## src/rtl/pulse_gater_pkg.sv

```systemverilog
// Shared definitions for the NMR pulse gater: FSM state encoding, unity amplitude
// and the saturation limits of the 14-bit sample path.
package pulse_gater_pkg;

  typedef enum logic [1:0] {
    IDLE  = 2'd0,
    DELAY = 2'd1,
    PULSE = 2'd2,
    GAP   = 2'd3
  } gater_state_t;

  localparam logic [15:0] AMP_UNITY = 16'h8000;
  localparam int          SAT_MAX   = 8191;
  localparam int          SAT_MIN   = -8192;

endpackage

```

## src/rtl/axis_amp_scaler.sv

```systemverilog
// Combinational amplitude scaler: signed sample times unsigned Q1.15 amplitude,
// floor shift back to sample scale, then saturation to the sample width.
module axis_amp_scaler #(
  parameter int DATA_WIDTH = 14,
  parameter int AMP_WIDTH  = 16
) (
  input  logic [DATA_WIDTH-1:0] sample,
  input  logic [AMP_WIDTH-1:0]  amp,
  output logic [DATA_WIDTH-1:0] scaled
);

  // Product of a DATA_WIDTH signed value and an AMP_WIDTH+1 signed (always positive) value.
  localparam int PROD_WIDTH = DATA_WIDTH + AMP_WIDTH + 1;

  localparam logic signed [PROD_WIDTH-1:0] LIM_HI =
    {{(PROD_WIDTH-DATA_WIDTH+1){1'b0}}, {(DATA_WIDTH-1){1'b1}}};
  localparam logic signed [PROD_WIDTH-1:0] LIM_LO =
    {{(PROD_WIDTH-DATA_WIDTH+1){1'b1}}, {(DATA_WIDTH-1){1'b0}}};

  logic signed [PROD_WIDTH-1:0] product;
  logic signed [PROD_WIDTH-1:0] shifted;

  always_comb begin
    product = PROD_WIDTH'($signed(sample)) * PROD_WIDTH'($signed({1'b0, amp}));
    // Arithmetic shift rounds toward minus infinity, so -1.5 becomes -2.
    shifted = product >>> (AMP_WIDTH - 1);
    if (shifted > LIM_HI) begin
      scaled = LIM_HI[DATA_WIDTH-1:0];
    end else if (shifted < LIM_LO) begin
      scaled = LIM_LO[DATA_WIDTH-1:0];
    end else begin
      scaled = shifted[DATA_WIDTH-1:0];
    end
  end

endmodule

```

## src/rtl/axis_pulse_gater.sv

```systemverilog
// Gates a continuous NCO sample stream into a triggered train of scaled excitation pulses,
// with a sample-aligned gate line for RF amplifier blanking.
module axis_pulse_gater
  import pulse_gater_pkg::*;
#(
  parameter int AXIS_TDATA_WIDTH = 14,
  parameter int CNTR_WIDTH       = 32,
  parameter int AMP_WIDTH        = 16
) (
  input  logic                        aclk,
  input  logic                        aresetn,
  input  logic                        trigger,
  input  logic [CNTR_WIDTH-1:0]       cfg_delay,
  input  logic [CNTR_WIDTH-1:0]       cfg_width,
  input  logic [CNTR_WIDTH-1:0]       cfg_gap,
  input  logic [CNTR_WIDTH-1:0]       cfg_count,
  input  logic [AMP_WIDTH-1:0]        cfg_amp,
  input  logic [AXIS_TDATA_WIDTH-1:0] s_axis_tdata,
  input  logic                        s_axis_tvalid,
  output logic                        s_axis_tready,
  output logic [AXIS_TDATA_WIDTH-1:0] m_axis_tdata,
  output logic                        m_axis_tvalid,
  input  logic                        m_axis_tready,
  output logic                        gate,
  output logic                        busy
);

  localparam logic [CNTR_WIDTH-1:0] CNT_ONE = CNTR_WIDTH'(1);

  gater_state_t                state, state_nxt;
  logic [CNTR_WIDTH-1:0]       cnt, cnt_nxt;
  logic [CNTR_WIDTH-1:0]       rem, rem_nxt;
  logic [CNTR_WIDTH-1:0]       width_q, width_nxt;
  logic [CNTR_WIDTH-1:0]       gap_q, gap_nxt;
  logic [CNTR_WIDTH-1:0]       count_q, count_nxt;
  logic [AMP_WIDTH-1:0]        amp_q, amp_nxt;
  logic                        trig_q;
  logic                        trig_pend;
  logic                        trig_rise;
  logic                        trig_evt;
  logic                        strb;
  logic                        in_pulse;
  logic [AXIS_TDATA_WIDTH-1:0] scaled;

  assign s_axis_tready = m_axis_tready | ~m_axis_tvalid;
  assign strb          = s_axis_tvalid & s_axis_tready;
  assign busy          = (state != IDLE);
  assign in_pulse      = (state == PULSE);
  assign trig_rise     = trigger & ~trig_q;
  assign trig_evt      = trig_pend | trig_rise;

  axis_amp_scaler #(
    .DATA_WIDTH (AXIS_TDATA_WIDTH),
    .AMP_WIDTH  (AMP_WIDTH)
  ) u_scaler (
    .sample (s_axis_tdata),
    .amp    (amp_q),
    .scaled (scaled)
  );

  // An edge seen between strobes while idle is held until the next strobe consumes it.
  always_ff @(posedge aclk) begin
    if (!aresetn) begin
      state     <= IDLE;
      cnt       <= '0;
      rem       <= '0;
      width_q   <= '0;
      gap_q     <= '0;
      count_q   <= '0;
      amp_q     <= '0;
      trig_q    <= 1'b0;
      trig_pend <= 1'b0;
    end else begin
      state     <= state_nxt;
      cnt       <= cnt_nxt;
      rem       <= rem_nxt;
      width_q   <= width_nxt;
      gap_q     <= gap_nxt;
      count_q   <= count_nxt;
      amp_q     <= amp_nxt;
      trig_q    <= trigger;
      trig_pend <= strb ? 1'b0 : (trig_pend | (trig_rise & (state == IDLE)));
    end
  end

  always_comb begin
    state_nxt = state;
    cnt_nxt   = cnt;
    rem_nxt   = rem;
    width_nxt = width_q;
    gap_nxt   = gap_q;
    count_nxt = count_q;
    amp_nxt   = amp_q;
    if (strb) begin
      case (state)
        IDLE: begin
          if (trig_evt && (cfg_count != '0) && (cfg_width != '0)) begin
            width_nxt = cfg_width;
            gap_nxt   = cfg_gap;
            count_nxt = cfg_count;
            amp_nxt   = cfg_amp;
            rem_nxt   = cfg_count;
            if (cfg_delay == '0) begin
              state_nxt = PULSE;
              cnt_nxt   = cfg_width;
            end else begin
              state_nxt = DELAY;
              cnt_nxt   = cfg_delay;
            end
          end
        end
        DELAY: begin
          if (cnt == CNT_ONE) begin
            state_nxt = PULSE;
            cnt_nxt   = width_q;
            rem_nxt   = count_q;
          end else begin
            cnt_nxt = cnt - CNT_ONE;
          end
        end
        // A zero gap chains pulses back to back without visiting GAP.
        PULSE: begin
          if (cnt == CNT_ONE) begin
            rem_nxt = rem - CNT_ONE;
            if (rem == CNT_ONE) begin
              state_nxt = IDLE;
            end else if (gap_q == '0) begin
              state_nxt = PULSE;
              cnt_nxt   = width_q;
            end else begin
              state_nxt = GAP;
              cnt_nxt   = gap_q;
            end
          end else begin
            cnt_nxt = cnt - CNT_ONE;
          end
        end
        GAP: begin
          if (cnt == CNT_ONE) begin
            state_nxt = PULSE;
            cnt_nxt   = width_q;
          end else begin
            cnt_nxt = cnt - CNT_ONE;
          end
        end
        default: begin
          state_nxt = IDLE;
        end
      endcase
    end
  end

  // One-deep output slice; data and gate are chosen by the state that accepted the sample.
  always_ff @(posedge aclk) begin
    if (!aresetn) begin
      m_axis_tvalid <= 1'b0;
      m_axis_tdata  <= '0;
      gate          <= 1'b0;
    end else if (strb) begin
      m_axis_tvalid <= 1'b1;
      m_axis_tdata  <= in_pulse ? scaled : '0;
      gate          <= in_pulse;
    end else if (m_axis_tready) begin
      m_axis_tvalid <= 1'b0;
    end
  end

endmodule

```

## config.mk

```make
export PLATFORM = sky130hd
export DESIGN_NAME = axis_pulse_gater
export DESIGN_NICKNAME = d
export VERILOG_FILES = /design/src/rtl/pulse_gater_pkg.sv /design/src/rtl/axis_amp_scaler.sv /design/src/rtl/axis_pulse_gater.sv
export SDC_FILE = /design/constraint.sdc
export NUM_CORES = 1
export LEC_CHECK = 0
export ABC_AREA = 1
export CORE_MARGIN = 2
export CORE_UTILIZATION = 65
export CTS_CLUSTER_DIAMETER = 50
export DETAILED_ROUTE_END_ITERATION = 12
export GPL_TIMING_DRIVEN = 0
export HOLD_SLACK_MARGIN = 0.12
export PLACE_DENSITY = 0.89
export SYNTH_ARGS = -nofsm -noshare
export SYNTH_HDL_FRONTEND = slang
export SYNTH_SLANG_ARGS = --single-unit
export TNS_END_PERCENT = 50
```

## constraint.sdc

```tcl
create_clock -name aclk -period 22.5 [get_ports aclk]
set_input_delay 6.75 -clock aclk [delete_from_list [all_inputs] [get_ports aclk]]
set_output_delay 6.75 -clock aclk [all_outputs]
set_load 0.05 [all_outputs]
```

After elaboration in Yosys (flattened, before gate mapping) --
Cells that the tools add are included.
Operators by class: bitwise operators 9, add/subtract/negate cells 2, equality and inequality tests 10, muxes and demuxes 23, order comparisons 2, multipliers 1, reductions and logical operators 16
Operator list (number):
- 2-to-1 mux 32 bit | 9
- one-hot mux 32 bit (3 select lines) | 2
- == test 32 x 1 -> 1 bit (second input constant) | 2
- logical NOT 32 bit | 2
- nonzero test 32 bit | 2
- subtractor 32 x 1 -> 32 bit (second input constant) | 2
- 2-to-1 mux 14 bit | 3
- multiplier 14 x 17 -> 31 bit | 1
- greater-than comparator 16 x 14 -> 1 bit (second input constant) | 1
- < comparator 16 x 14 -> 1 bit (second input constant) | 1
- 2-to-1 mux 2 bit | 5
- inequality test 2 x 1 -> 1 bit (second input constant) | 3
- one-hot mux 2 bit (3 select lines) | 1
- AND reduction 3 bit | 2
- AND reduction 5 bit | 1
- == test 2 bit (second input constant) | 2
- AND reduction 4 bit | 1
- nonzero test 2 bit | 2
- OR reduction 2 bit | 2
- AND 1 bit | 3
- 2-to-1 mux 1 bit | 3
- inequality test 3 bit (second input constant) | 1
- NOT 1 bit | 3
- OR 1 bit | 3
- 5 further kinds | 6
Storage, ports and cells: bits in registers 196, logic and storage cells 75, output and inout port bits 18, bits of input ports 163

Depth between registers and ports, before layout --
depth after elaboration 7, gate-level depth with buffers 34, mapped depth without buffers 31

By module --
From an unflattened synthesis, not the netlist that was laid out.
Unflattened totals: cell total of the unflattened synthesis 3349, area total of the unflattened synthesis 20866.3 µm²
Modules (own cells, without submodules):
- axis_pulse_gater | area each 12391.9 µm², seq. area each 3923.8 µm², cells an instance 2122, instances 1
- axis_amp_scaler | area each 8474.4 µm², seq. area each 0.0 µm², cells an instance 1227, instances 1

Worst setup path after synthesis --
OpenSTA, ideal clock, no wires.
path type input to output, start in m_axis_tready, end out s_axis_tready, path buffers 0, path slack 8.619 ns, cell stages on the path 2, arrival 7.131 ns, data required time 15.750 ns, path through inv_1 nand2_1
Between the ends: cells in the longest elaborated chain, start to end 1
Ends and longest elaborated chain:
- start, declared | RTL line axis_pulse_gater.sv:23 | input logic m_axis_tready,
- OR 1 bit | RTL line axis_pulse_gater.sv:45 | assign s_axis_tready = m_axis_tready | ~m_axis_tvalid;
- end, declared | RTL line axis_pulse_gater.sv:20 | output logic s_axis_tready,
Every way passes these cells.

Worst setup path in the final report --
Ends and elaborated chain as after synthesis.

==> results.yml <==
global_routing:
  grt_first_pass_wirelength_um: 104000
  globalRouteTotalUtil_pct: 42.3
  grt_start_max_net_pins: 20
  grt.overflow.total: 0
  antenna_found_initial: 2
  grt_pass1_vias: 20800
worst_setup_path:
  setup.worst_path.end_class: "primary output"
  rrSetupSlack_ns: 15.65
  cp_max_fo: 3
  path_cells: "clkdlybuf4s50_1 -> inv_1 -> nand2_1 -> clkdlybuf4s50_1"
  cp_top_family: "buffers and inverters"
  timing.critical_path.required_ns: 15.75
  worst-setup-path-type: "in -> out"
  worstRegToRegCells: 27
  slowest_cell_on_crit_path: "clkdlybuf4s50_1"
  cpPeakStageDelay_ns: 0.81
  timing.critical_path.from_type: "input port"
  cp_data_arrival_time_ns: 8.15
  cp.buffers_inverters: 3
  critical_path_depth: 4
  cpMostUsedCell: "clkdlybuf4s50_1"
timing:
  report.final.hold_viol_count: 0
  min_period_ns: 14.90
  relSlewSlack_pct: 38.3
  timing.final.setup_violations: 0
  worst_case_setup_margin_in_the_final_layout_ns: 7.60
  timing.hold.ws_ns: 0.449
  fin_crit_sh_pct: 66.2
  max_clock_freq_mhz: 67.1
  worst_slew_pin_slew_ns: 0.925
  rsz0062_at_grt: "no"
  setup_tns_ns: 0
  final.setup_skew_ns: 0.0157
  report.final.slew_viol_count: 0
floorplan:
  floorplan.core_area_mm2: 0.0303
  chipWidth_um: 179
  die_area_mm2: 0.0320
  die_y_um: 179
  initial_utilization_pct: 65.5
  placement_rows: 64
  io_pins: 181
synthesis:
  synthesis.instances: 3052
  synth_simple_gate_area_share_pct: 25.5
  synthXorXnorAreaFrac_pct: 1.50
  synth_fp_nets: 3497
  synth.lib_cells_used.distinct: 44
  synth_seq_cells: 196
  ys.warnings.count: 0
  post_synth_mux_area_share_pct: 0
  netlist_area_mm2: 0.0199
  avgSynthCellArea_um2: 6.51
  synth_compound_area_share_pct: 13.8
  synth_top_family_by_area: "simple AND/OR/NAND/NOR gates"
  yosysSeqAreaShare_pct: 19.7
  post_synth_fa_ha_maj_area_fraction_pct: 24.0
cts:
  cts_setup_buffers: 0
  clock_transition_at_the_register_clock_pins_on_the_worst_setup_and_hold_paths_after_cts_ns: 0.09
  clock_latency_ns: 0.47
  clock_sink_count: 196
  cts_tree: "done"
  cts.htree.levels: 4
  cts_max_path_buffers: 2
  postCtsHoldBufs: 0
  cts-root-buf: "clkbuf_16"
  cts_made_buffers: 17
  cts.repair.resized: 0
drt:
  first_iter_violations: 2014
  detail_route.wl_per_cell_um: 18.2
  route.detailed.vias_per_inst: 5.78
  firstDrtPassIters: 6
  drtAntennaViolNets: 0
  dr_total_vias: 21100
  drc: 0
  drt-total-wl_um: 66500
cells_and_area:
  fin_util_pct: 74.7
  layout-drive-gt1-share_pct: 3.91
  most-common-layout-cells: "749 x nand2_1, 640 x inv_1, 277 x a21oi_1, 249 x nor2_1, 207 x o21ai_0"
  antennaDiodeCount: 0
  final_area_mm2: 0.0227
  nNetsFinal: 3684
  layout.cells.most_common: "nand2_1"
  areaGrowthSynthToFinish_pct: 14.0
outcome:
  outcome: "finished clean"
placed_design:
  post-dp-hpwl_um: 53300
  dp_worst_setup_slack_ns: 7.60
  io_buffer_count: 168
  dpl_cell_area_mm2: 0.0221
  globalplace.congestion: 1.01
power_and_ir_drop:
  power_density_over_the_cells_mw_per_mm2: 92.2
  p_leak_nw: 11.6
  worst_ir_drop_vdd_mv: 0.0673
min_path:
  min_path_type: "reg -> reg"
  hold-path-cell-count: 2
flow_run:
  max_cap_violations: 0
-- final timing paths --
kind / start / endpoint
setup / recovery: m_axis_tready / s_axis_tready
hold reg to reg: count_q[6] / count_q[6]
setup reg to reg: amp_q[3] / m_axis_tdata[9]
hold / removal: count_q[6] / count_q[6]
-- per-stage QoR --
stage | instances | power (mW)
2_1_floorplan | 3052 | 1.32
3_5_place_dp | 3616 | 1.72
4_1_cts | 3648 | 2.05
6_report | 3648 | 2.09
5_1_grt | 3648 | 2.24
3_3_place_gp | 3616 | 1.68
-- per-layer routing --
layer	up-vias	part of all wire (%)	global-route usage [%]
met1	9679	36	47.2
met2	1287	47	71.9
met5	-	0.018	0
met3	387	9.5	9.88
li1	9736	-	-
met4	2	7.6	28.3
-- tightest hold or removal path: stages, from the launching register on --
cell and delay, ns:
dfxtp_1 0.32, inv_1 0.05, a21oi_1 0.05
-- Yosys cell counts --
cell	instances	area share (%)
nand4_2	1	0.063
o21bai_1	8	0.30
clkinv_1	3	0.057
dfxtp_1	196	20
clkbuf_1	98	1.9
and2_1	3	0.094
o21ai_0	207	5.2
nand2_2	19	0.60
fa_1	165	17
nand3_1	77	1.9
o31ai_1	1	0.038
inv_1	640	12
a31oi_1	2	0.063
a21oi_1	277	7.0
inv_2	9	0.17
o21ai_1	6	0.15
ha_1	117	7.4
nor2_4	6	0.34
o211ai_1	14	0.53
o22ai_1	5	0.16
nor3_2	3	0.15
o21ai_2	1	0.044
xor2_1	28	1.2
buf_2	23	0.58
nor3_4	1	0.082
nor4_1	7	0.22
nand2_4	1	0.057
nand3b_1	4	0.15
a22oi_1	7	0.26
buf_6	8	0.45
o21a_1	1	0.038
buf_1	6	0.11
clkinv_2	1	0.025
nand3_2	4	0.20
nand2_1	749	14
clkbuf_2	1	0.025
or2_2	2	0.063
nor3_1	32	0.81
nor2_2	12	0.38
nor2_1	249	4.7
buf_4	3	0.11
nand4_1	47	1.5
a21o_1	2	0.076
xnor2_1	6	0.26
-- flip-flops by register name, indices dropped and copies added, names as in the netlist --
| signal | cells |
|---|---|
| amp_q | 16 |
| width_q | 32 |
| gap_q | 32 |
| count_q | 32 |
| trig_q | 1 |
| gate | 1 |
| cnt | 32 |
| rem | 32 |
| m_axis_tdata | 14 |
| m_axis_tvalid | 1 |
| state | 2 |
| trig_pend | 1 |
-- power by group --
part,total (mW),internal (mW),switching [mW]
combinational,1.33,0.447,0.878
sequential,0.437,0.394,0.0429
clock,0.329,0.165,0.164
-- area by class of cell --
| cell class | instances | area [µm²] |
|---|---|---|
| inverters | 653 | 2450 |
| flip-flops and latches | 196 | 3920 |
| clock buffers | 19 | 453 |
| repair buffers | 168 | 1680 |
| fillers | 2432 | 7680 |
| clock inverters | 13 | 161 |
| well taps | 396 | 495 |
| multi-input cells | 2064 | 12900 |
| plain buffers | 139 | 623 |
-- kinds of logic after synthesis --
group | count (synthesis)
compound gates | 531
xor+xnor | 34
buf+inv | 792
fa+ha+maj | 282
simple gates | 1217
flops | 196
(Power assumes the default switching activity.)
